`config.mk`:
```
export PLATFORM = sky130hd
export DESIGN_NAME = wishbone_slave_regbank
export DESIGN_NICKNAME = d
export VERILOG_FILES = /design/src/rtl/wishbone_slave_regbank_pkg.sv /design/src/rtl/wishbone_slave_regbank_byte_merge.sv /design/src/rtl/wishbone_slave_regbank.sv
export SDC_FILE = /design/constraint.sdc
export NUM_CORES = 1
export LEC_CHECK = 0
export ABC_AREA = 1
export BUFFER_PORTS_ARGS = -buffer_cell sky130_fd_sc_hd__buf_2
export CAP_MARGIN = 10
export CORE_MARGIN = 4
export CORE_UTILIZATION = 40
export CTS_BUF_LIST = sky130_fd_sc_hd__clkbuf_2 sky130_fd_sc_hd__clkbuf_4 sky130_fd_sc_hd__clkbuf_8
export DETAILED_ROUTE_END_ITERATION = 8
export PLACE_DENSITY = 0.62
export SETUP_SLACK_MARGIN = 0.2
export SYNTH_ARGS = -nofsm -noshare
export SYNTH_HDL_FRONTEND = slang
export SYNTH_HIERARCHICAL = 1
export SYNTH_SLANG_ARGS = --single-unit
```
`constraint.sdc`:
```
create_clock -name clk -period 4.3 [get_ports clk]
set_input_delay 1.29 -clock clk [delete_from_list [all_inputs] [get_ports clk]]
set_output_delay 1.29 -clock clk [all_outputs]
set_load 0.02 [all_outputs]
```
`src/rtl/wishbone_slave_regbank_pkg.sv`:
```
// Shared constants for the Wishbone register bank: FSM encodings and the
// word-alignment mask used by the address decoder.
package wishbone_slave_regbank_pkg;

    typedef logic [1:0] wb_state_t;

    localparam wb_state_t S_IDLE = 2'd0;
    localparam wb_state_t S_WAIT = 2'd1;
    localparam wb_state_t S_RESP = 2'd2;

    localparam logic [1:0] WB_ADR_ALIGN = 2'b00;

endpackage

```
`src/rtl/wishbone_slave_regbank_byte_merge.sv`:
```
// Byte-lane merge: each selected byte comes from the new word, the rest
// keep the old register contents.
module wb_byte_merge #(
    parameter int DWIDTH = 32,
    parameter int SWIDTH = 4
) (
    input  logic [DWIDTH-1:0] old_word,
    input  logic [DWIDTH-1:0] new_word,
    input  logic [SWIDTH-1:0] sel,
    output logic [DWIDTH-1:0] merged
);

    always_comb begin
        merged = old_word;
        for (int k = 0; k < SWIDTH; k++) begin
            if (sel[k]) begin
                merged[8*k +: 8] = new_word[8*k +: 8];
            end
        end
    end

endmodule

```
`src/rtl/wishbone_slave_regbank.sv`:
```
// Classic Wishbone slave with NUM_REGS-1 read/write registers plus one
// read-only status word, programmable wait states and a write strobe.
module wishbone_slave_regbank
    import wishbone_slave_regbank_pkg::*;
#(
    parameter int WB_DWIDTH   = 32,
    parameter int WB_SWIDTH   = 4,
    parameter int NUM_REGS    = 16,
    parameter int WAIT_STATES = 1,
    parameter int IDX_W       = 4
) (
    input  logic                          clk,
    input  logic                          reset,
    input  logic                          scan_in0,
    input  logic                          scan_in1,
    input  logic                          scan_in2,
    input  logic                          scan_in3,
    input  logic                          scan_in4,
    input  logic                          scan_enable,
    input  logic                          test_mode,
    output logic                          scan_out0,
    output logic                          scan_out1,
    output logic                          scan_out2,
    output logic                          scan_out3,
    output logic                          scan_out4,
    input  logic [31:0]                   i_wb_adr,
    input  logic [WB_SWIDTH-1:0]          i_wb_sel,
    input  logic                          i_wb_we,
    input  logic [WB_DWIDTH-1:0]          i_wb_dat,
    output logic [WB_DWIDTH-1:0]          o_wb_dat,
    input  logic                          i_wb_cyc,
    input  logic                          i_wb_stb,
    output logic                          o_wb_ack,
    output logic                          o_wb_err,
    input  logic [WB_DWIDTH-1:0]          i_status,
    output logic [NUM_REGS*WB_DWIDTH-1:0] o_regs,
    output logic                          o_wr_strobe,
    output logic [IDX_W-1:0]              o_wr_index
);

    localparam logic [IDX_W-1:0] TOP_IDX = IDX_W'(NUM_REGS - 1);

    wb_state_t            state;
    logic [3:0]           wait_cnt;
    logic [IDX_W-1:0]     req_idx;
    logic                 req_we;
    logic                 req_err;
    logic [WB_SWIDTH-1:0] req_sel;
    logic [WB_DWIDTH-1:0] req_dat;
    logic [WB_DWIDTH-1:0] regs [NUM_REGS-1];

    logic [13:0]          adr_word;
    logic                 adr_err;
    logic [WB_DWIDTH-1:0] rw_word;
    logic [WB_DWIDTH-1:0] rd_word;
    logic [WB_DWIDTH-1:0] merged_word;
    logic                 wr_fire;

    // Scan ports are stitched by the DFT flow; the functional netlist leaves them idle.
    assign scan_out0 = 1'b0;
    assign scan_out1 = 1'b0;
    assign scan_out2 = 1'b0;
    assign scan_out3 = 1'b0;
    assign scan_out4 = 1'b0;

    logic unused_ok;
    assign unused_ok = &{1'b0, scan_in0, scan_in1, scan_in2, scan_in3, scan_in4,
                         scan_enable, test_mode, i_wb_adr[31:16]};

    assign adr_word = i_wb_adr[15:2];
    assign adr_err  = (i_wb_adr[1:0] != WB_ADR_ALIGN) || (adr_word >= 14'(NUM_REGS));

    always_comb begin
        rw_word = '0;
        for (int k = 0; k < NUM_REGS - 1; k++) begin
            if (req_idx == IDX_W'(k)) begin
                rw_word = regs[k];
            end
        end
        rd_word = (req_idx == TOP_IDX) ? i_status : rw_word;
    end

    wb_byte_merge #(
        .DWIDTH (WB_DWIDTH),
        .SWIDTH (WB_SWIDTH)
    ) u_merge (
        .old_word (rw_word),
        .new_word (req_dat),
        .sel      (req_sel),
        .merged   (merged_word)
    );

    assign wr_fire = (state == S_RESP) && req_we && !req_err && (req_idx != TOP_IDX);

    // Response outputs are registered off the RESP cycle, so ack lands
    // WAIT_STATES+1 edges after the request was sampled.
    always_ff @(posedge clk or negedge reset) begin
        if (!reset) begin
            state       <= S_IDLE;
            wait_cnt    <= '0;
            req_idx     <= '0;
            req_we      <= 1'b0;
            req_err     <= 1'b0;
            req_sel     <= '0;
            req_dat     <= '0;
            o_wb_ack    <= 1'b0;
            o_wb_err    <= 1'b0;
            o_wb_dat    <= '0;
            o_wr_strobe <= 1'b0;
            o_wr_index  <= '0;
            for (int k = 0; k < NUM_REGS - 1; k++) begin
                regs[k] <= '0;
            end
        end else begin
            o_wb_ack    <= 1'b0;
            o_wb_err    <= 1'b0;
            o_wb_dat    <= '0;
            o_wr_strobe <= 1'b0;
            o_wr_index  <= '0;
            case (state)
                S_IDLE: begin
                    if (i_wb_cyc && i_wb_stb) begin
                        req_idx  <= i_wb_adr[IDX_W+1:2];
                        req_we   <= i_wb_we;
                        req_err  <= adr_err;
                        req_sel  <= i_wb_sel;
                        req_dat  <= i_wb_dat;
                        wait_cnt <= (WAIT_STATES == 0) ? 4'd0 : 4'(WAIT_STATES - 1);
                        state    <= (WAIT_STATES == 0) ? S_RESP : S_WAIT;
                    end
                end
                S_WAIT: begin
                    if (!i_wb_cyc) begin
                        state <= S_IDLE;
                    end else if (wait_cnt == 4'd0) begin
                        state <= S_RESP;
                    end else begin
                        wait_cnt <= wait_cnt - 4'd1;
                    end
                end
                S_RESP: begin
                    state    <= S_IDLE;
                    o_wb_ack <= !req_err;
                    o_wb_err <= req_err;
                    if (!req_err && !req_we) begin
                        o_wb_dat <= rd_word;
                    end
                    if (wr_fire) begin
                        o_wr_strobe <= 1'b1;
                        o_wr_index  <= req_idx;
                        for (int k = 0; k < NUM_REGS - 1; k++) begin
                            if (req_idx == IDX_W'(k)) begin
                                regs[k] <= merged_word;
                            end
                        end
                    end
                end
                default: state <= S_IDLE;
            endcase
        end
    end

    always_comb begin
        o_regs = '0;
        for (int k = 0; k < NUM_REGS - 1; k++) begin
            o_regs[k*WB_DWIDTH +: WB_DWIDTH] = regs[k];
        end
    end

endmodule

```
==> impl_metrics.ini, run 1 <==
[outcome]
status = complete, no violations

[grt]
grt_util_all_layers_pct = 29.3
grt_pass1_vias = 22500
grt_pass1_wl_mm = 148
grt_max_degree = 101
antenna_found_initial = 5
overflow = 0

[critical_path]
path_delay_family = simple AND/OR/NAND/NOR gates
cp.required_ns = 4.90
crit_top_cell = nand2_1
cp_cell_sequence = inv_2, nand2_1, nor2_2, buf_4, nand2_1, nand2_1, nor2_1, nand4_1, nand2_1, nand4_1, nand2_1, nand4_1, nand2_1, inv_1, nand2_1, nand2_1, inv_1, o21ai_0
crit_type = flip-flop to flip-flop
endpoint_kind = flip-flop
startpoint_type = flip-flop
crit_arrival_ns = 4.13
slowest_delay_ns = 0.56
reg2regPathDepth = 18
cp_max_fo = 15
worstReg2RegEnd = o_regs[279]$_DFFE_PN0P_
r2r-start = req_idx[1]$_DFFE_PN0P_
cpMaxStageDelayCell = nor2_2
path_buf_inv = 4
r2r_slack_ns = 0.77

[pwr]
power.density_nw_per_um2 = 443
power_frac_seq_pct = 41.0
p_leak_nw = 16.6
clkPwrFrac_pct = 37.2
p_sw_mw = 4.83
p_int_mw = 9.00
vdd_drop_max_mv = 0.323
swShare_pct = 34.9
power_frac_comb_pct = 21.8
total_power_mw = 13.8

[detailed_routing]
drt-total-wl_mm = 102
firstDrtPassIters = 8
routed-via-count = 23600
ant_nets = 0
drc = 0
drt_iter0_markers = 1938
wl_per_cell_um = 21.9
routed_via_density = 5.07

[final_layout]
design_area_um2 = 31200
layout.cells.non_filler = 4651
drive_gt1_share_pct = 24.4
area_growth_pct = 22.9
final_cell_mix = 1,170 x nand2_1, 606 x buf_2, 567 x dfrtp_1, 498 x o21ai_0, 205 x inv_1
layout_commonest_cell = nand2_1
finalNetCount = 3847

[sta]
final-hold-violation-count = 0
setup_violations = 0
finalClockSkew_ns = 0.0292
relSlewSlack_pct = 24.0
fmax_ghz = 0.283
fin_tns_setup_ns = 0
drv_slew = 0
worst_pin_slew_ns = 1.14
fin_crit_ns = 3.53
rsz0062_at_grt = no
period_share_pct = 82.2

[cts]
clockBufferDepth = 3
cts.sinks = 567
hold_buffers = 0
root_buffer = clkbuf_8
clock_latency_ns = 0.69
clk_transition_reported_paths_ns = 0.06
htree_levels = 3
cts_post_setup_buffers_inserted = 0
cts_tree = done
post_cts_resize_count = 0
numCtsBuffers = 99

[synth]
syn_inst = 3159
ys_seq_elements = 567
synth.distinct_cells = 31
synth_warnings = 6
syn_area_um2 = 25400
yosysSeqAreaShare_pct = 55.9
async_flop_share_pct = 100
synth_edf_count = 0
syn_avg_cell_area_um2 = 8.04
synth_flop_cell = dfrtp_1

[die]
coreArea_um2 = 63000
die_area_um2 = 67600
io_pins = 668
initial_core_util_pct = 40.3
die_width_um = 260
num_rows = 92
die_height_um = 260

[place]
place_inst = 4479
portBuffers = 607
dpl.hpwl_mm = 75.5
place_area_um2 = 29200
gp_congestion = 0.900

[worst_hold_path]
min_from = req_dat[8]$_DFFE_PN0P_
worstHoldEndpoint = req_dat[8]$_DFFE_PN0P_
hold_path.class = flip-flop to flip-flop
whs_path_depth = 2

[run]
maxCapViolCount = 0
[power by group through the flow]
| stage | Combinational [mW] | Clock (mW) | Sequential, mW |
|---|---|---|---|
| after floorplan | 1.67 | 0 | 5.71 |
| after global placement | 3.03 | 0 | 5.76 |
| after detailed placement | 3.04 | 0 | 5.76 |
| after CTS | 3.05 | 5.25 | 5.67 |
| after global routing | 3.27 | 5.50 | 5.70 |
| final | 3.01 | 5.14 | 5.67 |
[state kept, by name, summed over array words and instances (netlist names)]
register     count
req_we           1
req_sel          4
o_wb_err         1
o_wb_ack         1
req_idx          4
o_regs         480
o_wr_strobe      1
state            2
req_dat         32
o_wb_dat        32
wait_cnt         4
req_err          1
o_wr_index       4
[per-stage QoR]
stage	setup WS [ns]	hold slack, ns	utilization [%]
global placement	0.783	0.455	46.3
finish	0.767	0.470	49.6
detailed placement	0.722	0.459	46.3
CTS	0.711	0.472	49.6
global route	0.516	0.498	49.6
floorplan	1.79	0.442	-
[worst max path at each step]
stage | to | depth (start not counted) | slack, ns | start
global placement | o_regs[401]$_DFFE_PN0P_ | 15 | 0.78 | req_idx[3]$_DFFE_PN0P_
finish | o_regs[279]$_DFFE_PN0P_ | 18 | 0.77 | req_idx[1]$_DFFE_PN0P_
global route | o_regs[401]$_DFFE_PN0P_ | 15 | 0.52 | req_idx[1]$_DFFE_PN0P_
CTS | o_regs[402]$_DFFE_PN0P_ | 18 | 0.71 | req_idx[3]$_DFFE_PN0P_
floorplan | req_dat[10]$_DFFE_PN0P_ | 6 | 1.79 | i_wb_stb
detailed placement | o_regs[274]$_DFFE_PN0P_ | 18 | 0.72 | req_idx[3]$_DFFE_PN0P_
[synthesized netlist by cell type, types with 2 or more instances]
cell type / n / area, um2
a21oi_1: 38 / 190
buf_1: 2 / 7.51
buf_2: 37 / 185
buf_4: 37 / 278
buf_6: 5 / 56.3
clkbuf_1: 149 / 559
clkinv_1: 2 / 7.51
dfrtp_1: 567 / 14200
inv_1: 205 / 769
inv_2: 12 / 45.0
nand2_1: 1177 / 4420
nand2_2: 9 / 56.3
nand3_1: 73 / 365
nand4_1: 81 / 507
nor2_1: 159 / 597
nor2_2: 7 / 43.8
nor2_4: 2 / 22.5
nor3_1: 3 / 15.0
nor4_1: 3 / 18.8
o21ai_0: 498 / 2490
o21ai_1: 17 / 85.1
or2_0: 15 / 93.8
or2_1: 8 / 50.1
or2_2: 46 / 288
[cell families after synthesis]
| kind of cell | after synthesis | synth area share, % |
|---|---|---|
| xor+xnor | 1 | 0.0345 |
| compound gates | 555 | 11.0 |
| simple gates | 1585 | 25.6 |
| fa+ha+maj | 1 | 0.0493 |
| buf+inv | 449 | 7.51 |
| other cells | 1 | 0.0148 |
| flops | 567 | 55.9 |
[worst reg2reg max path, cell delays in order (launching register included)]
cell and delay (ns):
dfrtp_1 0.46, inv_2 0.16, nand2_1 0.18, nor2_2 0.56, buf_4 0.36, nand2_1 0.08, nand2_1 0.13, nor2_1 0.06
nand4_1 0.07, nand2_1 0.09, nand4_1 0.14, nand2_1 0.12, nand4_1 0.09, nand2_1 0.14, inv_1 0.08, nand2_1 0.05
nand2_1 0.09, inv_1 0.27, o21ai_0 0.31
[per-layer routing]
layer	global-route usage [%]	vias up	share of wire, %
met5	0	-	0
met4	12.9	0	4.7
met3	6.78	197	7.9
met2	49.3	908	49
met1	36.2	11400	39
li1	-	11100	-
[layout make-up]
class / count / area [um2]
fill: 6337 / 31800
sequential: 567 / 14200
multi-input combinational: 2179 / 9490
timing repair buffer: 668 / 3620
clock buffer: 152 / 1900
tap: 846 / 1060
inverter: 219 / 822
clock inverter: 15 / 116
antenna: 5 / 12.5
No activity file was read; power rests on OpenSTA's default activity.
==> run 2, diff against run 1 <==
==> constraint.sdc (replaced) <==
create_clock -name clk -period 3.4 [get_ports clk]
set_input_delay 1.02 -clock clk [delete_from_list [all_inputs] [get_ports clk]]
set_output_delay 1.02 -clock clk [all_outputs]
set_load 0.02 [all_outputs]
==> run 2 against run 1 <==
  * Via count rose by 0.82%
  * Count of clock-buffer cells in the layout grew 11
  * Worst setup slack worse by 0.43 ns
  * Highest routed layer unchanged
  * Power is 34% higher
  * Routed wire length up 1.0%
==> impl_metrics.ini, run 2 (synthesis results as in run 1) <==
[die]
die_width_um = 260
io_pins = 668
num_rows = 92
initial_core_util_pct = 40.3
die_area_um2 = 67600
die_height_um = 260
coreArea_um2 = 63000

[final_layout]
largest_reg_flops = 480
finalNetCount = 3902
regArea_um2 = 14200
final_cell_mix = 1,168 x nand2_1, 606 x buf_2, 567 x dfrtp_1, 498 x o21ai_0, 190 x inv_1
n_fill_cell = 6187
area_growth_pct = 27.3
layout_commonest_cell = nand2_1
drive_gt1_share_pct = 26.2
multi_input_area_um2 = 9520

[sta]
finalClockSkew_ns = 0.0361
worst_pin_slew_ns = 0.763
relSlewSlack_pct = 49.1
rsz0062_at_grt = yes
final-hold-violation-count = 0
setup_violations = 0
drv_slew = 0
period_share_pct = 90.0
fin_tns_setup_ns = 0
fin_crit_ns = 3.06
fmax_ghz = 0.327

[grt]
overflow = 0
grt_max_degree = 89
antenna_found_initial = 4
grt_pass1_vias = 22600
grt_util_all_layers_pct = 29.6
grt_pass1_wl_mm = 150

[critical_path]
cp_cell_sequence = buf_4, inv_2, nand2_1, nor2_4, inv_2, or2_0, nand2_1, nand4_1, nor2_1, nand4_1, nand2_1, nand2_1, nand2_1, inv_1, nand2_1, nand2_1, inv_1, buf_4, o21ai_0
path_delay_family = simple AND/OR/NAND/NOR gates
slowest_delay_ns = 0.40
cp_max_fo = 15
crit_type = flip-flop to flip-flop
crit_top_cell = nand2_1
cpMaxStageDelayCell = dfrtp_1
cp.required_ns = 3.94
startpoint_type = flip-flop
path_buf_inv = 6
crit_arrival_ns = 3.60
endpoint_kind = flip-flop

[detailed_routing]
firstDrtPassIters = 5
drt-total-wl_mm = 103
ant_nets = 0
wl_per_cell_um = 21.8
routed-via-count = 23800
routed_via_density = 5.05
drc = 0
drt_iter0_markers = 1863

[cts]
cts_tree = done
clk_transition_reported_paths_ns = 0.06
htree_levels = 3
hold_buffers = 0
root_buffer = clkbuf_8
cts.sinks = 567
numCtsBuffers = 101
clockBufferDepth = 3
clock_latency_ns = 0.71

[place]
dpl.hpwl_mm = 76.3
portBuffers = 607
gp_congestion = 0.900

[pwr]
p_leak_nw = 17.1
vdd_drop_max_mv = 0.382
power.density_nw_per_um2 = 575
total_power_mw = 18.6

[outcome]
status = complete, no violations

[worst_hold_path]
hold_path.class = input pin to asynchronous set/reset pin

[run]
maxCapViolCount = 0
-- run 2: changes by cell type in the layout (fill, tap and decap cells not counted), moves of 4 or more --
| cell | before | now |
|---|---|---|
| buf_12 | 9 | 47 |
| clkinvlp_4 | 0 | 19 |
| inv_1 | 205 | 190 |
| buf_4 | 52 | 66 |
| clkbuf_8 | 122 | 134 |
| nor2_1 | 152 | 146 |
| clkinv_2 | 11 | 7 |
| nor2_2 | 10 | 14 |
-- run 2: where the power goes --
part           internal, mW  total, mW  switching, mW
registers              6.97       7.17          0.198
clock network          3.83       6.78           2.95
logic                  1.38       4.63           3.25
-- run 2: repair_timing --
| item | 4_1_cts | 5_1_grt |
|---|---|---|
| setup endpoints to repair | 60 | 339 |
| gates cloned | 0 | 1 |
| pin swaps | 0 | 1 |
| buffers inserted | 2 | 11 |
| gates resized for setup | 4 | 24 |
-- run 2: final cells by class --
type | instances | share of cell area (%)
multi-input combinational | 2179 | 29.5
inverter | 219 | 2.73
tap | 846 | 3.27
timing repair buffer | 720 | 13.9
clock inverter | 14 | 0.325
clock buffer | 163 | 6.38
antenna | 5 | 0.0387
sequential | 567 | 43.9
timing repair inverter | 1 | 0.0232
-- run 2: worst paths after layout --
check | start | to | slack [ns] | cells after the start
setup / recovery | req_idx[0]$_DFFE_PN0P_ | o_regs[422]$_DFFE_PN0P_ | 0.34 | 19
hold / removal | reset | o_wb_dat[9]$_DFF_PN0_ | 0.31 | 1
setup reg to reg | req_idx[0]$_DFFE_PN0P_ | o_regs[422]$_DFFE_PN0P_ | 0.34 | 19
hold reg to reg | req_dat[14]$_DFFE_PN0P_ | req_dat[14]$_DFFE_PN0P_ | 0.47 | 2
max in group asynchronous | reset | o_regs[187]$_DFFE_PN0P_ | 2.14 | 2
min in group clk | req_dat[14]$_DFFE_PN0P_ | req_dat[14]$_DFFE_PN0P_ | 0.47 | 2
-- run 2: stage by stage --
step | cell area, um2 | util, % | instances | hold slack (ns) | setup WS [ns]
global route | 32300 | 51.3 | 4713 | 0.310 | 0.165
CTS | 32000 | 50.9 | 4697 | 0.283 | 0.187
detailed placement | 29800 | 47.3 | 4518 | 0.459 | 0.173
finish | 32300 | 51.3 | 4714 | 0.309 | 0.339
floorplan | 25500 | - | 3195 | 0.442 | 1.09
global placement | 29800 | 47.3 | 4518 | 0.455 | 0.196
-- run 2: routing by layer --
metal / global-route usage, % / wire length (um)
met1: 37.1 / 40700
met2: 50.0 / 50700
met3: 6.98 / 7380
met4: 10.9 / 4170
met5: 0 / 0
==> run 3, diff against run 2 <==
--- a/config.mk
+++ b/config.mk
@@ -13,6 +13,7 @@
 export CTS_BUF_LIST = sky130_fd_sc_hd__clkbuf_2 sky130_fd_sc_hd__clkbuf_4 sky130_fd_sc_hd__clkbuf_8
 export DETAILED_ROUTE_END_ITERATION = 8
 export PLACE_DENSITY = 0.62
+export REMOVE_ABC_BUFFERS = 1
 export SETUP_SLACK_MARGIN = 0.2
 export SYNTH_ARGS = -nofsm -noshare
 export SYNTH_HDL_FRONTEND = slang
==> run 3 against run 2 <==
  * Register-to-register slack worse by 0.04 ns
  * Combinational power is 10% lower
  * Via count up 2.0%
  * Die area stayed put
  * Final cell count fell by 0.32%
  * First-iteration DRC count increased by 21%
  * Critical path type unchanged
==> impl_metrics.ini, run 3 (synthesis results as in run 1) <==
[grt]
grt_pass1_wl_mm = 153
grt_max_degree = 97
overflow = 0
grt_util_all_layers_pct = 30.8
antenna_found_initial = 13
grt_pass1_vias = 22300

[critical_path]
endpoint_kind = flip-flop
cp_cell_sequence = buf_4, inv_2, nand2_1, nor2_4, inv_2, or2_0, nand2_1, nand4_1, nor2_1, nand4_1, nand2_1, nand2_1, nand2_1, inv_1, nand2_1, nand2_1, inv_1, buf_4, o21ai_0
cpMaxStageDelayCell = dfrtp_1
cp.required_ns = 3.93
cp_max_fo = 15
path_buf_inv = 6
startpoint_type = flip-flop
slowest_delay_ns = 0.40
r2r-start = req_idx[1]$_DFFE_PN0P_
crit_type = flip-flop to flip-flop
r2r_slack_ns = 0.30
crit_top_cell = nand2_1
crit_arrival_ns = 3.63
worstReg2RegEnd = o_regs[25]$_DFFE_PN0P_
path_delay_family = simple AND/OR/NAND/NOR gates
reg2regPathDepth = 19

[final_layout]
drive_gt1_share_pct = 25.6
final_cell_mix = 1,164 x nand2_1, 606 x buf_2, 567 x dfrtp_1, 497 x o21ai_0, 198 x inv_1
multi_input_area_um2 = 9620
largest_reg_flops = 480
area_growth_pct = 25.8
layout_commonest_cell = nand2_1
n_fill_cell = 6193
finalCoreUtilization_pct = 50.7
finalNetCount = 3889
regArea_um2 = 14200

[sta]
drv_slew = 0
final-hold-violation-count = 0
setup_violations = 0
fmax_ghz = 0.323
worst_pin_slew_ns = 0.890
fin_crit_ns = 3.10
finalClockSkew_ns = 0.0504
rsz0062_at_grt = yes
period_share_pct = 91.1
relSlewSlack_pct = 40.7

[detailed_routing]
ant_nets = 0
drt_iter0_markers = 2245
routed_via_density = 5.16
drc = 0
routed-via-count = 24300
firstDrtPassIters = 6
wl_per_cell_um = 22.9
drt-total-wl_mm = 108

[cts]
numCtsBuffers = 100
clk_transition_reported_paths_ns = 0.06
cts.sinks = 567
cts_tree = done
hold_buffers = 0
clockBufferDepth = 3
root_buffer = clkbuf_8
htree_levels = 3
clock_latency_ns = 0.72

[pwr]
p_leak_nw = 17.1
vdd_drop_max_mv = 0.346
total_power_mw = 17.9
power.density_nw_per_um2 = 562

[run]
maxCapViolCount = 0

[place]
portBuffers = 607
gp_congestion = 0.890
dpl.hpwl_mm = 74.7

[outcome]
status = complete, no violations

[die]
initial_core_util_pct = 40.3
die_width_um = 260
num_rows = 92
coreArea_um2 = 63000
die_area_um2 = 67600
io_pins = 668
die_height_um = 260

[worst_hold_path]
hold_path.class = input pin to asynchronous set/reset pin
-- run 3: worst reg2reg max path, stage by stage (launching register included) --
cell	delay (ns)
dfrtp_1	0.40
buf_4	0.17
inv_2	0.11
nand2_1	0.17
nor2_4	0.21
inv_2	0.15
or2_0	0.22
nand2_1	0.08
nand4_1	0.12
nor2_1	0.28
nand4_1	0.18
nand2_1	0.09
nand2_1	0.05
nand2_1	0.09
inv_1	0.09
nand2_1	0.07
nand2_1	0.05
inv_1	0.05
buf_4	0.24
o21ai_0	0.14
-- run 3: through the flow --
stage               std cells  setup slack, ns  area, um2  hold WS (ns)  setup TNS [ns]
floorplan                2965            -2.29      24400         0.442         -252.26
global placement         4507          -0.0538      29600         0.454           -1.75
detailed placement       4507           -0.108      29600         0.459           -1.28
CTS                      4676            0.207      31700         0.223               0
global route             4694            0.168      31900         0.231               0
finish                   4699            0.303      31900         0.240               0
-- run 3: final cells by class --
cell class / instances / area share [%]
repair buffers: 708 / 13.0
clock inverters: 14 / 0.407
clock buffers: 155 / 6.05
diodes: 10 / 0.0783
flip-flops and latches: 567 / 44.4
multi-input cells: 2179 / 30.1
well taps: 846 / 3.31
repair inverters: 1 / 0.0157
inverters: 219 / 2.65
-- run 3: routing by layer --
metal / track usage [%] / up-vias / routed length [um]
met1: 41.2 / 11700 / 43800
li1: - / 11200 / -
met5: 0 / - / 61
met3: 7.92 / 231 / 9880
met4: 11.2 / 10 / 4260
met2: 48.7 / 1139 / 49800
-- run 3: where the power goes --
group | internal, mW | switching (mW) | total, mW
Clock | 3.68 | 2.91 | 6.59
Combinational | 0.978 | 3.18 | 4.16
Sequential | 6.97 | 0.233 | 7.20
Total | 11.6 | 6.33 | 17.9
-- run 3: worst max-delay path by stage --
stage	from	end	slack (ns)	depth (start not counted)
2_1_floorplan	i_wb_stb	req_dat[0]$_DFFE_PN0P_	-2.29	5
3_3_place_gp	req_idx[0]$_DFFE_PN0P_	o_regs[219]$_DFFE_PN0P_	-0.05	15
3_5_place_dp	req_idx[0]$_DFFE_PN0P_	o_regs[155]$_DFFE_PN0P_	-0.11	15
4_1_cts	req_idx[2]$_DFFE_PN0P_	o_regs[395]$_DFFE_PN0P_	0.21	17
5_1_grt	req_idx[2]$_DFFE_PN0P_	o_regs[107]$_DFFE_PN0P_	0.17	19
6_report	req_idx[1]$_DFFE_PN0P_	o_regs[25]$_DFFE_PN0P_	0.30	19
-- run 3: what timing repair did --
action / in CTS / in global routing
gates resized for setup: 3 / 21
setup endpoints to repair: 315 / 366
cloned: 0 / 1
setup buffers: 0 / 12
pin swaps: 0 / 6
